`config.mk`:
```
export PLATFORM = sky130hd
export DESIGN_NAME = spi_4slaves
export DESIGN_NICKNAME = d
export VERILOG_FILES = /design/src/rtl/spi_4slaves.sv
export SDC_FILE = /design/constraint.sdc
export NUM_CORES = 1
export LEC_CHECK = 0
export CAP_MARGIN = 10
export CORE_MARGIN = 1
export CORE_UTILIZATION = 45
export DETAILED_ROUTE_END_ITERATION = 8
export GPL_TIMING_DRIVEN = 0
export PLACE_DENSITY = 0.66
export RECOVER_POWER = 100
export SETUP_SLACK_MARGIN = 0.02
export SYNTH_ARGS = -nofsm -noshare
export SYNTH_HDL_FRONTEND = slang
export SYNTH_SLANG_ARGS = --single-unit
export TNS_END_PERCENT = 1
```
`constraint.sdc`:
```
create_clock -name clk -period 2.8 [get_ports clk]
set_input_delay 0.84 -clock clk [delete_from_list [all_inputs] [get_ports clk]]
set_output_delay 0.84 -clock clk [all_outputs]
set_load 0.005 [all_outputs]
```
`src/rtl/spi_4slaves.sv`:
```
// spi_4slaves: loopback SPI subsystem with one master and four slaves wired
// internally. Each accepted tx_start runs one full-duplex DATA_W-bit exchange
// (mode 0, MSB first) with the currently selected slave. The target then
// advances round-robin 1->2->3->4->1.
module spi_4slaves #(
  parameter int DATA_W  = 10,
  parameter int CLK_DIV = 4
) (
  input  logic              clk,
  input  logic              reset_n,
  input  logic              tx_start,
  input  logic [DATA_W-1:0] master_data_in,
  input  logic [DATA_W-1:0] slave_data_in1,
  input  logic [DATA_W-1:0] slave_data_in2,
  input  logic [DATA_W-1:0] slave_data_in3,
  input  logic [DATA_W-1:0] slave_data_in4,
  output logic [DATA_W-1:0] master_data_out,
  output logic [DATA_W-1:0] slave_data_out1,
  output logic [DATA_W-1:0] slave_data_out2,
  output logic [DATA_W-1:0] slave_data_out3,
  output logic [DATA_W-1:0] slave_data_out4,
  output logic              master_tx_done,
  output logic              master_rx_done,
  output logic              slave_tx_done1,
  output logic              slave_tx_done2,
  output logic              slave_tx_done3,
  output logic              slave_tx_done4,
  output logic              slave_rx_done1,
  output logic              slave_rx_done2,
  output logic              slave_rx_done3,
  output logic              slave_rx_done4
);

  localparam int CNT_W = (CLK_DIV > 2) ? $clog2(CLK_DIV) : 1;
  localparam int BIT_W = $clog2(DATA_W + 1);

  typedef enum logic [1:0] {
    IDLE,
    TRANSFER,
    DONE
  } state_t;

  state_t            state;
  logic [CNT_W-1:0]  cnt;
  logic [BIT_W-1:0]  bit_cnt;
  logic [1:0]        sel;
  logic              sclk;
  logic [3:0]        ss_n;
  logic              mosi;
  logic              miso;

  // Master transmits from m_tx and assembles the received word in m_rx.
  logic [DATA_W-1:0] m_tx;
  logic [DATA_W-1:0] m_rx;

  // Per-slave transmit/receive shift registers and last-received words.
  logic [DATA_W-1:0] s_in  [4];
  logic [DATA_W-1:0] s_tx  [4];
  logic [DATA_W-1:0] s_rx  [4];
  logic [DATA_W-1:0] s_out [4];
  logic [3:0]        s_tx_done;
  logic [3:0]        s_rx_done;

  // Gather the slave input ports into an indexable array.
  always_comb begin
    s_in[0] = slave_data_in1;
    s_in[1] = slave_data_in2;
    s_in[2] = slave_data_in3;
    s_in[3] = slave_data_in4;
  end

  // Serial wires: MOSI from master MSB, MISO muxed from the selected slave.
  always_comb begin
    mosi = m_tx[DATA_W-1];
    miso = 1'b0;
    if (!ss_n[sel]) begin
      miso = s_tx[sel][DATA_W-1];
    end
  end

  // Master FSM, SCLK generation and the slaves' shift logic.
  // Receive bits go into separate rx registers so the transmit word is not
  // disturbed before its low bits have been shifted out.
  always_ff @(posedge clk) begin
    if (!reset_n) begin
      state           <= IDLE;
      cnt             <= '0;
      bit_cnt         <= '0;
      sel             <= '0;
      sclk            <= 1'b0;
      ss_n            <= '1;
      m_tx            <= '0;
      m_rx            <= '0;
      master_data_out <= '0;
      master_tx_done  <= 1'b0;
      master_rx_done  <= 1'b0;
      s_tx_done       <= '0;
      s_rx_done       <= '0;
      for (int unsigned i = 0; i < 4; i++) begin
        s_tx[i]  <= '0;
        s_rx[i]  <= '0;
        s_out[i] <= '0;
      end
    end else begin
      master_tx_done <= 1'b0;
      master_rx_done <= 1'b0;
      s_tx_done      <= '0;
      s_rx_done      <= '0;
      case (state)
        IDLE: begin
          if (tx_start) begin
            m_tx       <= master_data_in;
            m_rx       <= '0;
            s_tx[sel]  <= s_in[sel];
            s_rx[sel]  <= '0;
            ss_n[sel]  <= 1'b0;
            cnt        <= '0;
            bit_cnt    <= '0;
            sclk       <= 1'b0;
            state      <= TRANSFER;
          end
        end
        TRANSFER: begin
          if (cnt == CNT_W'(CLK_DIV - 1)) begin
            cnt  <= '0;
            sclk <= ~sclk;
            if (!sclk) begin
              m_rx <= {m_rx[DATA_W-2:0], miso};
              for (int unsigned i = 0; i < 4; i++) begin
                if (!ss_n[i]) s_rx[i] <= {s_rx[i][DATA_W-2:0], mosi};
              end
            end else begin
              m_tx <= m_tx << 1;
              for (int unsigned i = 0; i < 4; i++) begin
                if (!ss_n[i]) s_tx[i] <= s_tx[i] << 1;
              end
              bit_cnt <= bit_cnt + 1'b1;
              if (bit_cnt == BIT_W'(DATA_W - 1)) state <= DONE;
            end
          end else begin
            cnt <= cnt + 1'b1;
          end
        end
        DONE: begin
          master_data_out <= m_rx;
          s_out[sel]      <= s_rx[sel];
          master_tx_done  <= 1'b1;
          master_rx_done  <= 1'b1;
          s_tx_done[sel]  <= 1'b1;
          s_rx_done[sel]  <= 1'b1;
          ss_n            <= '1;
          sel             <= sel + 1'b1;
          state           <= IDLE;
        end
        default: state <= IDLE;
      endcase
    end
  end

  assign slave_data_out1 = s_out[0];
  assign slave_data_out2 = s_out[1];
  assign slave_data_out3 = s_out[2];
  assign slave_data_out4 = s_out[3];
  assign slave_tx_done1  = s_tx_done[0];
  assign slave_tx_done2  = s_tx_done[1];
  assign slave_tx_done3  = s_tx_done[2];
  assign slave_tx_done4  = s_tx_done[3];
  assign slave_rx_done1  = s_rx_done[0];
  assign slave_rx_done2  = s_rx_done[1];
  assign slave_rx_done3  = s_rx_done[2];
  assign slave_rx_done4  = s_rx_done[3];

endmodule

```
==> impl_metrics.py <==
metrics = {
    "status": {
        "status": "finished, final reports clean",
    },
    "layout": {
        "mostFrequentLayoutCells": "106 x nor2_1, 92 x dfxtp_1, 80 x edfxtp_1",
        "fillers": 1345,
        "mostFrequentLayoutCell": "nor2_1",
        "final-instance-count-excl-fill": 968,
        "final_util_pct": 58.5,
        "fin_nets": 799,
        "n_antenna_cell": 0,
        "synthToLayoutAreaGrowth_pct": 26.5,
        "drive_gt1_share_pct": 12.8,
    },
    "drt": {
        "dr.pass1.iters": 5,
        "vias": 5236,
        "drc": 0,
        "wirelength_um": 16800,
        "routed_via_density": 5.41,
        "wire_per_inst_um": 17.3,
        "drtIter0Drc": 396,
        "final_antenna_net_count": 0,
    },
    "sta": {
        "min_period_over_period_pct": 91.6,
        "clock_skew_ns": 0.00999,
        "whs_ns": 0.466,
        "slew_violations": 0,
        "max_freq_ghz": 0.390,
        "setup_viol": 0,
        "relSlewSlack_pct": 54.3,
        "tightest_slew_ns": 0.682,
        "hold_violations": 0,
        "fin_crit_ns": 2.56,
        "fin_tns_setup_ns": 0,
        "rsz0062_at_grt": "false",
    },
    "cts": {
        "numCtsBuffers": 17,
        "cts.path.max_buffers": 2,
        "cts_root_buffer": "clkbuf_16",
        "cts_sinks": 172,
        "ctsResizeCount": 0,
        "clock_latency_ns": 0.43,
        "htreeDepth": 4,
        "cts_setup_buffers": 0,
        "cts_tree": "built",
        "postCtsHoldBufs": 0,
        "clk_pin_slew_ns": 0.07,
    },
    "grt": {
        "grt_use_total_pct": 20.6,
        "grt_max_degree": 18,
        "grt_pass1_vias": 4906,
        "grt_pass1_wl_um": 26200,
        "gr-total-overflow": 0,
        "antenna_found_initial": 1,
    },
    "floorplan": {
        "die_w_um": 130,
        "start_util_pct": 46.3,
        "die-area_mm2": 0.0168,
        "core_mm2": 0.0159,
        "io_pins": 113,
        "die_h_um": 130,
        "num_rows": 46,
    },
    "pwr": {
        "power_frac_seq_pct": 49.5,
        "p_per_area_mw_per_mm2": 596,
        "switchingPower_w": 0.00130,
        "p_int_w": 0.00425,
        "p_leak_nw": 3.41,
        "ir_worst_vdd_v": 0.000417,
        "pwr-share-comb_pct": 7.5,
        "switching_share_pct": 23.4,
        "p_clk_share_pct": 43.0,
    },
    "worst_setup_path": {
        "critical_path_arrival_ns": 2.64,
        "r2r_setup_slack_ns": 0.52,
        "crit_type": "input port to flop",
        "required_ns": 2.87,
        "crit_path_start_kind": "input port",
        "timing.rr.start": "sel[0]",
        "cp-end-kind": "flop",
        "cp_max_fo": 10,
        "rr_worst_depth": 5,
        "r2r_end": "s_tx[2][8]",
    },
    "synthesis": {
        "syn_area_per_cell_um2": 12.1,
        "syn_inst": 607,
        "syn_area_mm2": 0.00735,
        "synth_top_area_cell": "edfxtp_1",
        "synth.distinct_cells": 44,
        "synth_edf_count": 80,
        "synth-seq-cells": 172,
        "yosysWarnings": 0,
        "synth.yosys.seq_area_share_pct": 57.8,
        "synth_area_leaders": "edfxtp_1 33%, dfxtp_1 25%, mux4_2 6.7%, a22oi_1 5.7%, nor2_1 5.4%",
        "yosysTopAreaCellShare_pct": 32.7,
        "syn-num-nets": 667,
        "ys_async_sr_fraction_pct": 0,
        "synth_top_flop_cell": "dfxtp_1",
    },
    "hold_path": {
        "whs_path_depth": 1,
        "whs_endpoint": "master_data_out[9]",
        "min_from": "master_data_out[9]",
        "hold_class": "flop to flop",
    },
    "place": {
        "port_buffers": 112,
        "dp_cells": 936,
        "dp_hpwl_um": 12500,
        "gp_congestion": 0.834,
    },
    "job": {
        "drv_cap": 0,
    },
}
## stage by stage
stage	area (um^2)	power, W	setup WS [ns]
floorplan	7350	0.00302	0.717
global placement	8740	0.00322	-0.134
detailed placement	8740	0.00323	-0.140
CTS	9340	0.00559	0.308
global route	9290	0.00573	0.101
finish	9290	0.00554	0.235
## critical path: stages
cell	delay, ns
clkdlybuf4s50_1	0.56
inv_1	0.15
or2_0	0.33
nor3_1	0.30
nand2b_1	0.46
## how the worst max path moves through the flow
stage / startpoint / endpoint / slack [ns] / cells past startpoint
after detailed placement: reset_n / s_tx[0][1] / -0.14 / 5
after CTS: reset_n / s_tx[0][1] / 0.31 / 5
after global routing: reset_n / s_out[2][9] / 0.10 / 5
final: reset_n / s_out[1][8] / 0.24 / 5
after global placement: reset_n / s_tx[0][1] / -0.13 / 5
after floorplan: sel[0] / s_out[3][0] / 0.72 / 3
## cell usage after synthesis (2+ instances only)
master,count
a311oi_2,8
buf_6,2
dfxtp_1,92
buf_2,19
o21ai_0,6
and3_1,3
a211oi_1,2
mux2i_1,31
a22o_1,11
clkbuf_1,10
nor3_2,7
xnor2_1,4
nor4_1,3
nor2_1,106
inv_1,9
nand2_1,21
nor3_1,2
and2_1,54
nand3_1,2
nand2b_1,11
buf_4,13
or3_1,4
a22oi_1,56
mux4_2,22
edfxtp_1,80
ha_1,7
nand3b_1,3
a21oi_1,3
## final cells by class
class / instances / area (um^2) / area share [%]
Sequential cell: 172 / 4240 / 45.7
Multi-Input combinational cell: 379 / 2770 / 29.8
Timing Repair Buffer: 113 / 1120 / 12.1
Clock buffer: 17 / 425 / 4.58
Tap cell: 216 / 270 / 2.91
Buffer: 45 / 243 / 2.61
Clock inverter: 15 / 174 / 1.87
Inverter: 11 / 42.5 / 0.458
## registers in the layout, indices dropped and copies added (netlist names), named ones only
signal and count:
state 2, sclk 1, master_data_out 10, m_rx 10, sel 2, master_rx_done 1
cnt 2, s_rx_done 4, ss_n 4, s_rx 40, s_out 40, bit_cnt 4
m_tx 10, s_tx 40
## kinds of logic (layout without fill, tap and decap cells)
| kind of cell | Yosys count | in the layout | synth area share, % |
|---|---|---|---|
| adder cells (fa/ha/maj) | 7 | 7 | 1.19 |
| AND/OR/NAND/NOR | 223 | 223 | 15.3 |
| buffers and inverters | 56 | 201 | 4.07 |
| XOR/XNOR | 4 | 4 | 0.477 |
| flip-flops | 172 | 172 | 57.8 |
| AO/OA/AOI/OAI | 92 | 92 | 10.3 |
| multiplexers | 53 | 53 | 11.0 |
## power groups by stage
stage / registers, W / logic, W / clock network, W
final: 0.00274 / 0.000414 / 0.00238
after global routing: 0.00275 / 0.000449 / 0.00253
after CTS: 0.00274 / 0.000433 / 0.00241
after detailed placement: 0.00280 / 0.000431 / 0
after global placement: 0.00280 / 0.000420 / 0
after floorplan: 0.00279 / 0.000231 / 0
## layer usage
layer | GRT usage, % | routed length, um | up-vias
li1 | - | - | 2461
met1 | 28.7 | 7750 | 2588
met2 | 32.6 | 7900 | 166
met3 | 4.59 | 978 | 19
met4 | 5.61 | 145 | 2
met5 | 0 | 12 | -
No activity file was read; power rests on OpenSTA's default activity.
